--- src/rtl/wb_arbiter_2m.sv ---
// Two-master Wishbone arbiter: round-robin ownership of one shared slave, grant held
// for the whole bus cycle, with a watchdog that turns an unacknowledged strobe into a one-cycle error.
//
// state | meaning
// IDLE  | no owner, slave-side outputs parked at zero
// OWN0  | master 0 owns the slave until wbs0_cyc_i drops
// OWN1  | master 1 owns the slave until wbs1_cyc_i drops
module wb_arbiter_2m #(
   parameter int TIMEOUT  = 255,
   parameter int CNT_BITS = 8
) (
   input  logic        clk,
   input  logic        rst_n,
   input  logic        wbs0_cyc_i,
   input  logic        wbs0_stb_i,
   input  logic [31:0] wbs0_addr_i,
   input  logic [2:0]  wbs0_cti_i,
   input  logic [1:0]  wbs0_bte_i,
   input  logic [3:0]  wbs0_sel_i,
   input  logic        wbs0_we_i,
   input  logic [31:0] wbs0_data_i,
   output logic [31:0] wbs0_data_o,
   output logic        wbs0_ack_o,
   output logic        wbs0_err_o,
   input  logic        wbs1_cyc_i,
   input  logic        wbs1_stb_i,
   input  logic [31:0] wbs1_addr_i,
   input  logic [2:0]  wbs1_cti_i,
   input  logic [1:0]  wbs1_bte_i,
   input  logic [3:0]  wbs1_sel_i,
   input  logic        wbs1_we_i,
   input  logic [31:0] wbs1_data_i,
   output logic [31:0] wbs1_data_o,
   output logic        wbs1_ack_o,
   output logic        wbs1_err_o,
   output logic        wbm_cyc_o,
   output logic        wbm_stb_o,
   output logic        wbm_we_o,
   output logic [31:0] wbm_addr_o,
   output logic [2:0]  wbm_cti_o,
   output logic [1:0]  wbm_bte_o,
   output logic [3:0]  wbm_sel_o,
   output logic [31:0] wbm_data_o,
   input  logic [31:0] wbm_data_i,
   input  logic        wbm_ack_i,
   output logic [1:0]  grant
);

   typedef enum logic [1:0] {
      IDLE = 2'd0,
      OWN0 = 2'd1,
      OWN1 = 2'd2
   } state_t;

   // Terminal count of the watchdog; irrelevant when TIMEOUT is 0 since err_set is then gated off.
   localparam logic [CNT_BITS-1:0] CNT_TC = CNT_BITS'((TIMEOUT == 0) ? 0 : TIMEOUT - 1);

   state_t              state;
   state_t              state_nxt;
   logic                last;
   logic                err_pending;
   logic                err_set;
   logic [CNT_BITS-1:0] cnt;
   logic                own0;
   logic                own1;
   logic                owner_cyc;
   logic                owner_stb;

   assign own0 = (state == OWN0);
   assign own1 = (state == OWN1);

   always_ff @(posedge clk or negedge rst_n) begin
      if (!rst_n) begin
         state <= IDLE;
         last  <= 1'b1;
      end else begin
         state <= state_nxt;
         if (state_nxt == OWN0 && state != OWN0) begin
            last <= 1'b0;
         end else if (state_nxt == OWN1 && state != OWN1) begin
            last <= 1'b1;
         end
      end
   end

   always_comb begin
      state_nxt = state;
      case (state)
         IDLE: begin
            if (wbs0_cyc_i && wbs1_cyc_i) begin
               state_nxt = last ? OWN0 : OWN1;
            end else if (wbs0_cyc_i) begin
               state_nxt = OWN0;
            end else if (wbs1_cyc_i) begin
               state_nxt = OWN1;
            end
         end
         OWN0: begin
            if (!wbs0_cyc_i) begin
               state_nxt = wbs1_cyc_i ? OWN1 : IDLE;
            end
         end
         OWN1: begin
            if (!wbs1_cyc_i) begin
               state_nxt = wbs0_cyc_i ? OWN0 : IDLE;
            end
         end
         default: state_nxt = IDLE;
      endcase
   end

   always_comb begin
      owner_cyc  = 1'b0;
      owner_stb  = 1'b0;
      wbm_we_o   = 1'b0;
      wbm_addr_o = '0;
      wbm_cti_o  = '0;
      wbm_bte_o  = '0;
      wbm_sel_o  = '0;
      wbm_data_o = '0;
      if (own0) begin
         owner_cyc  = wbs0_cyc_i;
         owner_stb  = wbs0_stb_i;
         wbm_we_o   = wbs0_we_i;
         wbm_addr_o = wbs0_addr_i;
         wbm_cti_o  = wbs0_cti_i;
         wbm_bte_o  = wbs0_bte_i;
         wbm_sel_o  = wbs0_sel_i;
         wbm_data_o = wbs0_data_i;
      end else if (own1) begin
         owner_cyc  = wbs1_cyc_i;
         owner_stb  = wbs1_stb_i;
         wbm_we_o   = wbs1_we_i;
         wbm_addr_o = wbs1_addr_i;
         wbm_cti_o  = wbs1_cti_i;
         wbm_bte_o  = wbs1_bte_i;
         wbm_sel_o  = wbs1_sel_i;
         wbm_data_o = wbs1_data_i;
      end
   end

   // Only raise an error toward a master that is still holding cyc, so it cannot leak to the next owner.
   assign err_set = (TIMEOUT != 0) && owner_cyc && owner_stb && !wbm_ack_i
                    && !err_pending && (cnt == CNT_TC);

   always_ff @(posedge clk or negedge rst_n) begin
      if (!rst_n) begin
         cnt         <= '0;
         err_pending <= 1'b0;
      end else begin
         err_pending <= err_set;
         if (!owner_stb || wbm_ack_i || err_pending) begin
            cnt <= '0;
         end else begin
            cnt <= cnt + CNT_BITS'(1);
         end
      end
   end

   assign wbm_cyc_o   = owner_cyc;
   assign wbm_stb_o   = owner_stb & ~err_pending;
   assign wbs0_ack_o  = wbm_ack_i & own0 & ~err_pending;
   assign wbs1_ack_o  = wbm_ack_i & own1 & ~err_pending;
   assign wbs0_err_o  = err_pending & own0;
   assign wbs1_err_o  = err_pending & own1;
   assign wbs0_data_o = wbm_data_i;
   assign wbs1_data_o = wbm_data_i;
   assign grant       = {own1, own0};

endmodule

--- config.mk ---
export PLATFORM = sky130hd
export DESIGN_NAME = wb_arbiter_2m
export DESIGN_NICKNAME = d
export VERILOG_FILES = /design/src/rtl/wb_arbiter_2m.sv
export SDC_FILE = /design/constraint.sdc
export NUM_CORES = 1
export LEC_CHECK = 0
export CORE_AREA = 2 2 129 131
export CTS_CLUSTER_DIAMETER = 200
export DETAILED_ROUTE_END_ITERATION = 8
export DIE_AREA = 0 0 131 133
export GPL_TIMING_DRIVEN = 0
export PLACE_DENSITY = 0.62
export SETUP_SLACK_MARGIN = 0.4
export SLEW_MARGIN = 10
export SYNTH_ARGS = -nofsm -noshare
export SYNTH_HDL_FRONTEND = slang
export SYNTH_SLANG_ARGS = --single-unit
--- constraint.sdc ---
create_clock -name clk -period 3.4 [get_ports clk]
set_input_delay 0.68 -clock clk [delete_from_list [all_inputs] [get_ports clk]]
set_output_delay 0.68 -clock clk [all_outputs]
set_load 0.1 [all_outputs]
# Yosys cells after proc, flatten, opt, wreduce, memory -nomap -nowiden

Index checks and enable logic that the tools add are counted.

Input port bits: 187
Output and inout port bits: 146
Logic and storage cells: 62
Bits in registers: 12

Muxes and demuxes: 28
Reductions and logical operators: 14
Equal/unequal tests: 7
Bitwise logic cells: 8
$add $sub $neg: 1

Operators by type and width:

| cell                                          | count |
|---|---|
| two-way mux 32 bit                            | 4 |
| two-way mux 2 bit                             | 9 |
| two-way mux 1 bit                             | 9 |
| adder 8 x 1 -> 8 bit, second input constant   | 1 |
| == test 8 bit, second input constant          | 1 |
| two-way mux 4 bit                             | 2 |
| two-way mux 8 bit                             | 1 |
| bitwise AND 1 bit                             | 7 |
| logical AND 1 bit                             | 7 |
| two-way mux 3 bit                             | 2 |
| case mux 2 bit (3 select lines)               | 1 |
| == test 2 x 1 -> 1 bit, second input constant | 2 |
| == test 2 bit, second input constant          | 2 |
| logical NOT 1 bit                             | 3 |
| logical NOT 2 bit                             | 1 |
| logical OR 1 bit                              | 2 |
| != test 2 x 1 -> 1 bit, second input constant | 1 |
| != test 2 bit, second input constant          | 1 |
| nonzero test 2 bit                            | 1 |
| inverter 1 bit                                | 1 |

# Longest topological paths before layout

Depth in word-level cells: 8
Mapped depth: 5
Depth with buffers taken out: 4

# Worst setup path after synthesis

No wires, ideal clock.

Path type: input to output
Start: input port wbs1_stb_i
End: output port wbm_stb_o
Cell stages on the path: 2
Arrival time: 2.259 ns
Setup slack: 0.461 ns
Buffers on the path: 0
Cell sequence: nand3b_1 > a21oi_1

Cells in the longest elaborated chain, start to end: 3

Ends and longest elaborated chain:

| element            | line | RTL |
|---|---|---|
| start: declaration | 26   | `input logic wbs1_stb_i,` |
| two-way mux 1 bit  | 130  | `end else if (own1) begin` |
| two-way mux 1 bit  | 121  | `if (own0) begin` |
| bitwise AND 1 bit  | 161  | `assign wbm_stb_o = owner_stb & ~err_pending;` |
| end: declaration   | 37   | `output logic wbm_stb_o,` |

Every way passes these cells.

# Worst setup path in the final report

Start: input port wbs1_cyc_i
End: output port wbm_cyc_o

Cells in the longest elaborated chain, start to end: 2

Ends and longest elaborated chain:

| element            | line | RTL |
|---|---|---|
| start: declaration | 25   | `input logic wbs1_cyc_i,` |
| two-way mux 1 bit  | 130  |  |
| two-way mux 1 bit  | 121  |  |
| end: declaration   | 36   | `output logic wbm_cyc_o,` |

Every way passes these cells.

==> flow_summary.json <==
{
  "p_per_area_nw_per_um2": 497,
  "leakage_nw": 2.22,
  "synth_top_cells_by_area": "a22o_1 35%, buf_4 28%, dfrtp_1 15%",
  "required_ps": 2720,
  "drive_gt1_share_pct": 32.4,
  "tritoncts": "yes",
  "hold_viol": 0,
  "synth_fp_nets": 412,
  "finalCriticalPeriod_ps": 2940,
  "worstSetupEndpointType": "primary output",
  "row_count": 47,
  "max_stage_delay_ps": 860,
  "htreeDepth": 1,
  "worst_slew_pin_slew_ps": 1050,
  "ir_drop_mv": 0.289,
  "dp_hpwl_um": 9890,
  "final_nets": 717,
  "die_area_um2": 17400,
  "die_w_um": 131,
  "vias_per_cell": 3.84,
  "antenna_left": 0,
  "cts_buffers": 3,
  "clock_skew_ps": 3.21,
  "hold_path_class": "reg2reg",
  "yosysMostFrequentCell": "a22o_1",
  "timing.final.crit_share_pct": 86.6,
  "synthCells": 223,
  "crit_family": "buffers and inverters",
  "finalInstanceArea_um2": 5130,
  "firstDrtPassIters": 4,
  "grt_pass1_wl_um": 15600,
  "grt_pass1_vias": 2887,
  "synth-edff-count": 0,
  "synth_top_area_share_pct": 34.9,
  "cts.sinks": 12,
  "grt_overflow_total": 0,
  "maxSlewViolCount": 0,
  "gp_congestion": 0.748,
  "synth_top_area_cell": "a22o_1",
  "grt_usage_pct": 11.4,
  "synth_area_um2": 1880,
  "outcome": "complete, no violations",
  "totalWireLength_um": 11500,
  "initialDrtViolationCount": 72,
  "grt_max_degree": 13,
  "setup_viol": 0,
  "wl_per_cell_um": 15.4,
  "num_io_pins": 333,
  "fill_cells": 1700,
  "die_h_um": 133,
  "ys_seq_elements": 12,
  "areaGrowthSynthToFinish_pct": 173,
  "port_buffers": 300,
  "multi_input_area_um2": 960,
  "yosys_most_used_dff": "dfrtp_1",
  "critical_path.cell_chain": "clkdlybuf4s50_1 > a22o_1 > dlygate4sd2_1",
  "hold_buffers": 0,
  "cts_buffer_depth": 2,
  "dp_slack_ps": 63.9,
  "core_area_um2": 16200,
  "clkSlewWorstSetupHoldPaths_ps": 40,
  "worst-path-buf-inv": 2,
  "antenna_found_initial": 1,
  "slew_headroom_pct": 29.6,
  "critPathMaxFanout": 4,
  "crit_slowest_cell": "dlygate4sd2_1",
  "vias": 2873,
  "ys_warn_count": 0,
  "synth_cell_types": 26,
  "synth_common_cells": "75 x a22o_1, 69 x buf_4, 15 x buf_2",
  "drc": 0,
  "setup-tns-final_ps": 0,
  "start_util_pct": 11.6,
  "grt_setup_unrepaired": "yes",
  "synth_area_per_cell_um2": 8.43,
  "ff_latch_area_um2": 302,
  "ys_async_sr_fraction_pct": 100,
  "arrival_ps": 2260,
  "yosysSeqAreaShare_pct": 16.0,
  "start_kind": "input port",
  "worstSetupPathType": "in2out",
  "max_freq_ghz": 0.340,
  "cap_viol_max_count": 0,
  "postPlaceCellArea_um2": 5160,
  "cts_root_buf": "clkbuf_16",
  "clk_latency_ps": 240,
  "setup_slack_ps": 455
}
## layout make-up
class	count	share of cell area [%]
Antenna cell	1	0.0488
Buffer	85	11.8
Clock buffer	4	1.54
Inverter	4	0.293
Multi-Input combinational cell	122	18.7
Sequential cell	12	5.88
Tap cell	220	5.36
Timing Repair Buffer	300	56.4
## placed cells by master (no fill, tap or decap), types with 2 or more instances in the layout
| cell | Yosys | final |
|---|---|---|
| a21oi_1 | 5 | 5 |
| a22o_1 | 75 | 75 |
| and2_1 | 2 | 2 |
| and3b_1 | 2 | 2 |
| buf_2 | 15 | 45 |
| buf_4 | 69 | 69 |
| clkbuf_16 | 0 | 3 |
| clkbuf_2 | 0 | 3 |
| clkdlybuf4s15_2 | 0 | 46 |
| clkdlybuf4s50_1 | 0 | 218 |
| dfrtp_1 | 11 | 11 |
| ha_1 | 2 | 2 |
| inv_1 | 4 | 4 |
| nand3_1 | 5 | 5 |
| nand3b_1 | 2 | 2 |
| nor2_1 | 8 | 8 |
| nor2b_1 | 2 | 2 |
| o21ai_0 | 6 | 6 |
| or3_1 | 3 | 3 |
| xor2_1 | 2 | 2 |
## final timing paths
check | depth (start not counted) | slack, ps | endpoint | from
max | 3 | 460 | wbm_cyc_o | wbs1_cyc_i
min | 2 | 520 | last | last
max reg2reg | 4 | 1950 | err_pending | state[0]
min reg2reg | 2 | 520 | last | last
max in group asynchronous | 1 | 2230 | last | rst_n
min in group asynchronous | 1 | 790 | cnt[0] | rst_n
## report_power, final
group | switching (W) | total (W) | internal [W]
registers | 0.0000111 | 0.000164 | 0.000153
clock network | 0.0000629 | 0.000221 | 0.000158
logic | 0.00162 | 0.00217 | 0.000549
total | 0.00169 | 0.00255 | 0.000860
## metal layers
metal / vias to the layer above / GRT usage (%) / share of wire [%]
met4: 0 / 2.84 / 1.1
met2: 141 / 21.6 / 52
met3: 11 / 1.66 / 7.5
li1: 1378 / - / -
met1: 1343 / 13.1 / 40
met5: - / 0 / 0
## through the flow
step	cells	total power (W)	hold WS, ps	util (%)
after CTS	747	0.00260	524	32.9
after global routing	748	0.00262	548	31.7
final	748	0.00255	519	31.7
after detailed placement	743	0.00242	516	31.9
after global placement	743	0.00241	520	31.9
after floorplan	223	0.00182	384	-
## state kept, by name, indices dropped and copies added, names as in the netlist
signal       flops
cnt              8
state            2
err_pending      1
last             1
## logic make-up (layout without fill, tap and decap cells)
family | Yosys count | in the layout | share of synthesized area [%]
xor+xnor | 3 | 3 | 1.40
compound gates | 89 | 89 | 39.3
fa+ha+maj | 2 | 2 | 1.33
simple gates | 28 | 28 | 9.05
flops | 12 | 12 | 16.0
buf+inv | 89 | 393 | 32.9
other cells | 0 | 1 | 0
## tightest hold or removal path: cells and delay by family (launching register included)
family	cells	cell delay, ps
compound gates	2	140
flops	1	370
## repair_timing
item                                   in CTS  in global routing
buffers inserted                            0                  0
setup endpoints to repair                  82                 35
endpoints found under the hold margin       0                  0
gates resized for setup                   241                 63
gates cloned                                0                  0
(Power assumes the default switching activity.)
